$ cat src/rtl/octa_wb_pkg.sv
// Shared types and constants for the writeback arbiter and register scoreboard.
// Contents: register-file geometry, grant-pointer enum, writeback request
// payload and a one-hot decode helper for register indices.
package octa_wb_pkg;

   localparam int unsigned DATA_WIDTH = 8;
   localparam int unsigned ADDR_WIDTH = 3;
   localparam int unsigned NUM_REGS   = 2 ** ADDR_WIDTH;

   // Identifies which writeback path was granted most recently.
   typedef enum logic {
      WB_ALU = 1'b0,
      WB_MEM = 1'b1
   } wb_src_t;

   // Destination register and result carried by one writeback request.
   typedef struct packed {
      logic [ADDR_WIDTH-1:0] rd;
      logic [DATA_WIDTH-1:0] data;
   } wb_req_t;

   // One-hot decode of a register index.
   function automatic logic [NUM_REGS-1:0] reg_onehot(input logic [ADDR_WIDTH-1:0] idx);
      reg_onehot = NUM_REGS'(1) << idx;
   endfunction

endpackage

$ cat src/rtl/wb_scoreboard.sv
// Register scoreboard: tracks destination registers with a write still in
// flight and raises a combinational stall for RAW/WAW hazards at decode.
// Build option: WB_BYPASS_EN lets the register being written this cycle
// count as free in the hazard compare.
// Ports:
//   clk, rst               clock, synchronous active-high reset
//   iss_valid              decode presents an instruction
//   iss_rd/iss_rs1/iss_rs2 destination and sources of that instruction
//   wr_en, wr_rd           register-file write in progress (clears busy)
//   hazard                 combinational stall to decode
module wb_scoreboard
   import octa_wb_pkg::*;
(
   input  logic                  clk,
   input  logic                  rst,
   input  logic                  iss_valid,
   input  logic [ADDR_WIDTH-1:0] iss_rd,
   input  logic [ADDR_WIDTH-1:0] iss_rs1,
   input  logic [ADDR_WIDTH-1:0] iss_rs2,
   input  logic                  wr_en,
   input  logic [ADDR_WIDTH-1:0] wr_rd,
   output logic                  hazard
);

   logic [NUM_REGS-1:1] busy_q;
   logic [NUM_REGS-1:0] busy_vec;
   logic [NUM_REGS-1:0] clr_vec;
   logic [NUM_REGS-1:0] set_vec;
   logic [NUM_REGS-1:0] hz_vec;
   logic [NUM_REGS-1:0] busy_nxt;
   logic                accept;

   // r0 is never busy, so bit 0 is tied low.
   assign busy_vec = {busy_q, 1'b0};

   // Hazard compare and next busy vector; a set overrides a clear on the same index.
   always_comb begin
      clr_vec = '0;
      if (wr_en) begin
         clr_vec = reg_onehot(wr_rd);
      end
`ifdef WB_BYPASS_EN
      hz_vec = busy_vec & ~clr_vec;
`else
      hz_vec = busy_vec;
`endif
      hazard  = !rst && iss_valid && (hz_vec[iss_rs1] || hz_vec[iss_rs2] || hz_vec[iss_rd]);
      accept  = iss_valid && !hazard && !rst;
      set_vec = '0;
      if (accept) begin
         set_vec = reg_onehot(iss_rd);
      end
      busy_nxt = (busy_vec & ~clr_vec) | set_vec;
   end

   // Busy register.
   always_ff @(posedge clk) begin
      if (rst) begin
         busy_q <= '0;
      end else begin
         busy_q <= busy_nxt[NUM_REGS-1:1];
      end
   end

endmodule

$ cat src/rtl/reg_wb_arbiter.sv
// Writeback arbiter: shares the single register-file write port between the
// ALU and load writeback paths with round-robin priority, registers the
// winning write, and delivers decode operands (optionally bypassing the write
// in flight). Hazard tracking lives in wb_scoreboard.
// Build option: WB_BYPASS_EN forwards rf_din to op_r1/op_r2 and relaxes the
// hazard compare for the register being written.
// Ports:
//   clk, rst                      clock, synchronous active-high reset
//   alu_valid/alu_ready/rd/data   ALU writeback handshake (ready combinational)
//   mem_valid/mem_ready/rd/data   load writeback handshake (ready combinational)
//   rf_wr_en, rf_rd, rf_din       registered register-file write port
//   iss_valid, iss_rd/rs1/rs2     instruction presented by decode
//   hazard                        combinational stall to decode
//   rf_r1, rf_r2                  register-file read data for rs1/rs2
//   op_r1, op_r2                  operands delivered to execute
module reg_wb_arbiter
   import octa_wb_pkg::*;
(
   input  logic                  clk,
   input  logic                  rst,
   input  logic                  alu_valid,
   output logic                  alu_ready,
   input  logic [ADDR_WIDTH-1:0] alu_rd,
   input  logic [DATA_WIDTH-1:0] alu_data,
   input  logic                  mem_valid,
   output logic                  mem_ready,
   input  logic [ADDR_WIDTH-1:0] mem_rd,
   input  logic [DATA_WIDTH-1:0] mem_data,
   output logic                  rf_wr_en,
   output logic [ADDR_WIDTH-1:0] rf_rd,
   output logic [DATA_WIDTH-1:0] rf_din,
   input  logic                  iss_valid,
   input  logic [ADDR_WIDTH-1:0] iss_rd,
   input  logic [ADDR_WIDTH-1:0] iss_rs1,
   input  logic [ADDR_WIDTH-1:0] iss_rs2,
   output logic                  hazard,
   input  logic [DATA_WIDTH-1:0] rf_r1,
   input  logic [DATA_WIDTH-1:0] rf_r2,
   output logic [DATA_WIDTH-1:0] op_r1,
   output logic [DATA_WIDTH-1:0] op_r2
);

   wb_src_t last_q;
   wb_req_t alu_req;
   wb_req_t mem_req;
   wb_req_t win_req;
   logic    xfer;

   // Round-robin grant: on a conflict the path not granted last time wins.
   always_comb begin
      alu_req.rd   = alu_rd;
      alu_req.data = alu_data;
      mem_req.rd   = mem_rd;
      mem_req.data = mem_data;
      alu_ready    = !rst && alu_valid && (!mem_valid || (last_q == WB_MEM));
      mem_ready    = !rst && mem_valid && (!alu_valid || (last_q == WB_ALU));
      xfer         = alu_ready || mem_ready;
      win_req      = mem_ready ? mem_req : alu_req;
   end

   // Grant pointer and write-port output register; writes to r0 are swallowed.
   always_ff @(posedge clk) begin
      if (rst) begin
         last_q   <= WB_ALU;
         rf_wr_en <= 1'b0;
         rf_rd    <= '0;
         rf_din   <= '0;
      end else begin
         rf_wr_en <= xfer && (win_req.rd != '0);
         if (alu_ready) begin
            last_q <= WB_ALU;
         end else if (mem_ready) begin
            last_q <= WB_MEM;
         end
         if (xfer && (win_req.rd != '0)) begin
            rf_rd  <= win_req.rd;
            rf_din <= win_req.data;
         end
      end
   end

   // Operand muxes.
   always_comb begin
      op_r1 = rf_r1;
      op_r2 = rf_r2;
`ifdef WB_BYPASS_EN
      if (rf_wr_en && (iss_rs1 == rf_rd) && (iss_rs1 != '0)) begin
         op_r1 = rf_din;
      end
      if (rf_wr_en && (iss_rs2 == rf_rd) && (iss_rs2 != '0)) begin
         op_r2 = rf_din;
      end
`endif
   end

   wb_scoreboard u_scoreboard (
      .clk       (clk),
      .rst       (rst),
      .iss_valid (iss_valid),
      .iss_rd    (iss_rd),
      .iss_rs1   (iss_rs1),
      .iss_rs2   (iss_rs2),
      .wr_en     (rf_wr_en),
      .wr_rd     (rf_rd),
      .hazard    (hazard)
   );

endmodule

$ cat config.mk
export PLATFORM = sky130hd
export DESIGN_NAME = reg_wb_arbiter
export DESIGN_NICKNAME = d
export VERILOG_FILES = /design/src/rtl/octa_wb_pkg.sv /design/src/rtl/wb_scoreboard.sv /design/src/rtl/reg_wb_arbiter.sv
export SDC_FILE = /design/constraint.sdc
export NUM_CORES = 1
export LEC_CHECK = 0
export ABC_AREA = 0
export CAP_MARGIN = 0
export CELL_PAD_IN_SITES_DETAIL_PLACEMENT = 0
export CELL_PAD_IN_SITES_GLOBAL_PLACEMENT = 1
export CORE_ASPECT_RATIO = 0.75
export CORE_MARGIN = 10
export CORE_UTILIZATION = 26
export DETAILED_ROUTE_END_ITERATION = 8
export GPL_TIMING_DRIVEN = 0
export PLACE_DENSITY = 0.95
export SYNTH_ARGS = -nofsm -noshare
export SYNTH_HDL_FRONTEND = slang
export SYNTH_SLANG_ARGS = --single-unit
$ cat constraint.sdc
create_clock -name clk -period 3.9 [get_ports clk]
set_input_delay 0.975 -clock clk [delete_from_list [all_inputs] [get_ports clk]]
set_output_delay 0.975 -clock clk [all_outputs]
set_load 0.02 [all_outputs]
==> run metrics <==
status complete, no violations; Top Ports 83; Fin Clk Skew 0.00903 ns; maximum net fanout on the critical path 8; Hold Buf Count CTS 0; final slew viol count 0; Routed wire per std cell 15.5 um; GP Congestion 0.770; Worst slew margin 64.4%; setup tns final 0 ns; #FFs+latches synth 20; syn avg cell area 8.30 um^2; leak pwr 0.780 nW; RSZ-0062 raised after global routing no; hold_ws 0.491 ns; largest net degree at the start of global routing 13; commonest non-fill, non-tap cell in the layout clkdlybuf4s50_1; post-route insts no fill 275; # nets final 271; Worst VDD drop 199 uV; Vias 1321; initial antenna violation count 0; Worst EP arrival 2.81 ns; worst setup margin 0.115 ns; wirelength, routed 4.27 mm; Setup WS pre-CTS -0.288 ns; total power 0.626 mW; Cell Area, Synth 1240 um^2; final period utilization 97.1%; residual overflow from global routing 0; Yosys cell types 33; Site Rows 21; CP required 2.92 ns; CP delay by family, top buffers and inverters; startpoint types input pin; Die ar. 7940 um^2; drt pass-1 iters 4; IO buf count 65; first-pass GRT wire length 6.67 mm; CTS Buffer Depth 2; CP peak stage delay 0.58 ns; Slowest-stage cell, CP clkdlybuf4s50_1; Ys Warns 0; Core Region 4520 um^2; clock root buffer clkbuf_8; post-DP HPWL 3.55 mm; worst setup path class in -> out; vias in the first global route 1344; H-tree depth 1; vias per inst 4.80; setup violators final 0; Placed Cells 271; Seq/Total Area, Yosys 32.4%; Worst Hold Class reg -> reg; share of layout cells above drive strength 1 14.2%; Post-Synthesis Cells 149; DRT iter0 DRCs 47; most frequent cells in the layout clkdlybuf4s50_1 (62), nand2_1 (26), dfxtp_1 (20); crit-path cells clkdlybuf4s50_1, mux2i_1, mux4_2, o31ai_4, o31a_1, clkdlybuf4s15_1; Area growth syn-to-layout 66.2%; Die W 99.6 um; PD cells 305 nW/um^2; TritonCTS clock tree built; clk_lat worst skew 0.26 ns; Post-Syn Nets 201; DR DRC count 0; Routed Antenna Nets 0; clock transition at the registers of the reported paths 0.07 ns; Starting Density 27.4%; fmax 264 MHz; Setup crit end kind output port; crit path time final 3.79 ns; cts bufs inserted 3; # diodes 0; Die Height 79.7 um; gr usage total 10.2%; maxcap violations 0; Slew @ Worst Pin 0.526 ns; Final Hold Viols 0; Buf/Inv on CP 2; clk sinks 20
## layout make-up
cell class                      count  area (um^2)
Buffer                             21          141
Fill cell                         462         2460
Inverter                            2         7.51
Tap cell                           57         71.3
Sequential cell                    20          400
Timing Repair Buffer               65          648
Multi-Input combinational cell    106          714
Clock inverter                      1         30.0
Clock buffer                        3         41.3
## cells by family after synthesis
logic type	synth area share (%)
compound gates	22.0
buf+inv	12.0
flops	32.4
mux	10.3
simple gates	23.3
## layer usage
metal  GRT usage, %  up-vias  part of all wire (%)
met5              0        -                     0
met4           1.71        0                  0.54
met3           5.02        4                   8.7
met2           16.0       43                    45
met1           12.4      594                    46
li1               -      680                     -
## path summary, 6_finish.rpt
| kind | startpoint | slack (ns) | cells past startpoint | endpoint |
|---|---|---|---|---|
| worst max-delay path | iss_rs1[2] | 0.11 | 6 | hazard |
| worst min-delay path | last_q | 0.49 | 2 | last_q |
| worst max register to register | u_scoreboard.busy_q[2] | 2.44 | 4 | u_scoreboard.busy_q[5] |
| worst min register to register | last_q | 0.49 | 2 | last_q |
## report_power, final
group | leakage [nW] | internal, mW | switching (mW)
Sequential | 0.164 | 0.218 | 0.0107
Combinational | 0.580 | 0.102 | 0.0871
Clock | 0.0357 | 0.137 | 0.0704
## timing repair
action                                  4_1_cts  5_1_grt
gates resized for setup                       7        1
buffers inserted                              0        0
endpoints found under the setup margin        2        1
## state kept, by name (all words and copies together), names as in the netlist
| name | flops |
|---|---|
| last_q | 1 |
| rf_din | 8 |
| rf_rd | 3 |
| rf_wr_en | 1 |
| u_scoreboard.busy_q | 7 |
## per-stage QoR
stage	utilization (%)	instance area (um^2)
2_1_floorplan	-	1240
3_3_place_gp	43.3	1960
3_5_place_dp	43.3	1960
4_1_cts	45.4	2050
5_1_grt	45.5	2050
6_report	45.5	2050
## tightest hold or removal path, delay by kind of cell (launching register included)
kind	cells	cell delay [ns]
simple gates	1	0.07
flops	1	0.32
compound gates	1	0.06
## cells in the mapped netlist
library cell	count	area, um^2
nand4_1	1	6.26
o31ai_1	1	7.51
o211a_1	1	10.0
a21oi_1	4	20.0
a22oi_1	3	22.5
inv_1	2	7.51
o22ai_1	2	12.5
nor2_1	2	7.51
nand2b_1	5	31.3
o31a_1	1	8.76
or3_1	1	6.26
o32ai_1	5	43.8
nand3_1	5	25.0
dfxtp_1	20	400
and3_1	2	12.5
nor2b_1	5	31.3
nand2_1	27	101
o21ai_0	6	30.0
buf_2	2	10.0
a221oi_2	1	15.0
o311a_1	1	10.0
a311oi_1	8	70.1
nor3_1	9	45.0
and2_1	1	6.26
mux4_2	1	22.5
nor3b_1	1	7.51
o311ai_1	1	8.76
mux2_2	4	45.0
buf_4	16	120
o31ai_2	1	12.5
nand3b_1	1	7.51
clkbuf_1	3	11.3
mux2i_1	6	60.1
Power figures use the tool's default switching activity.
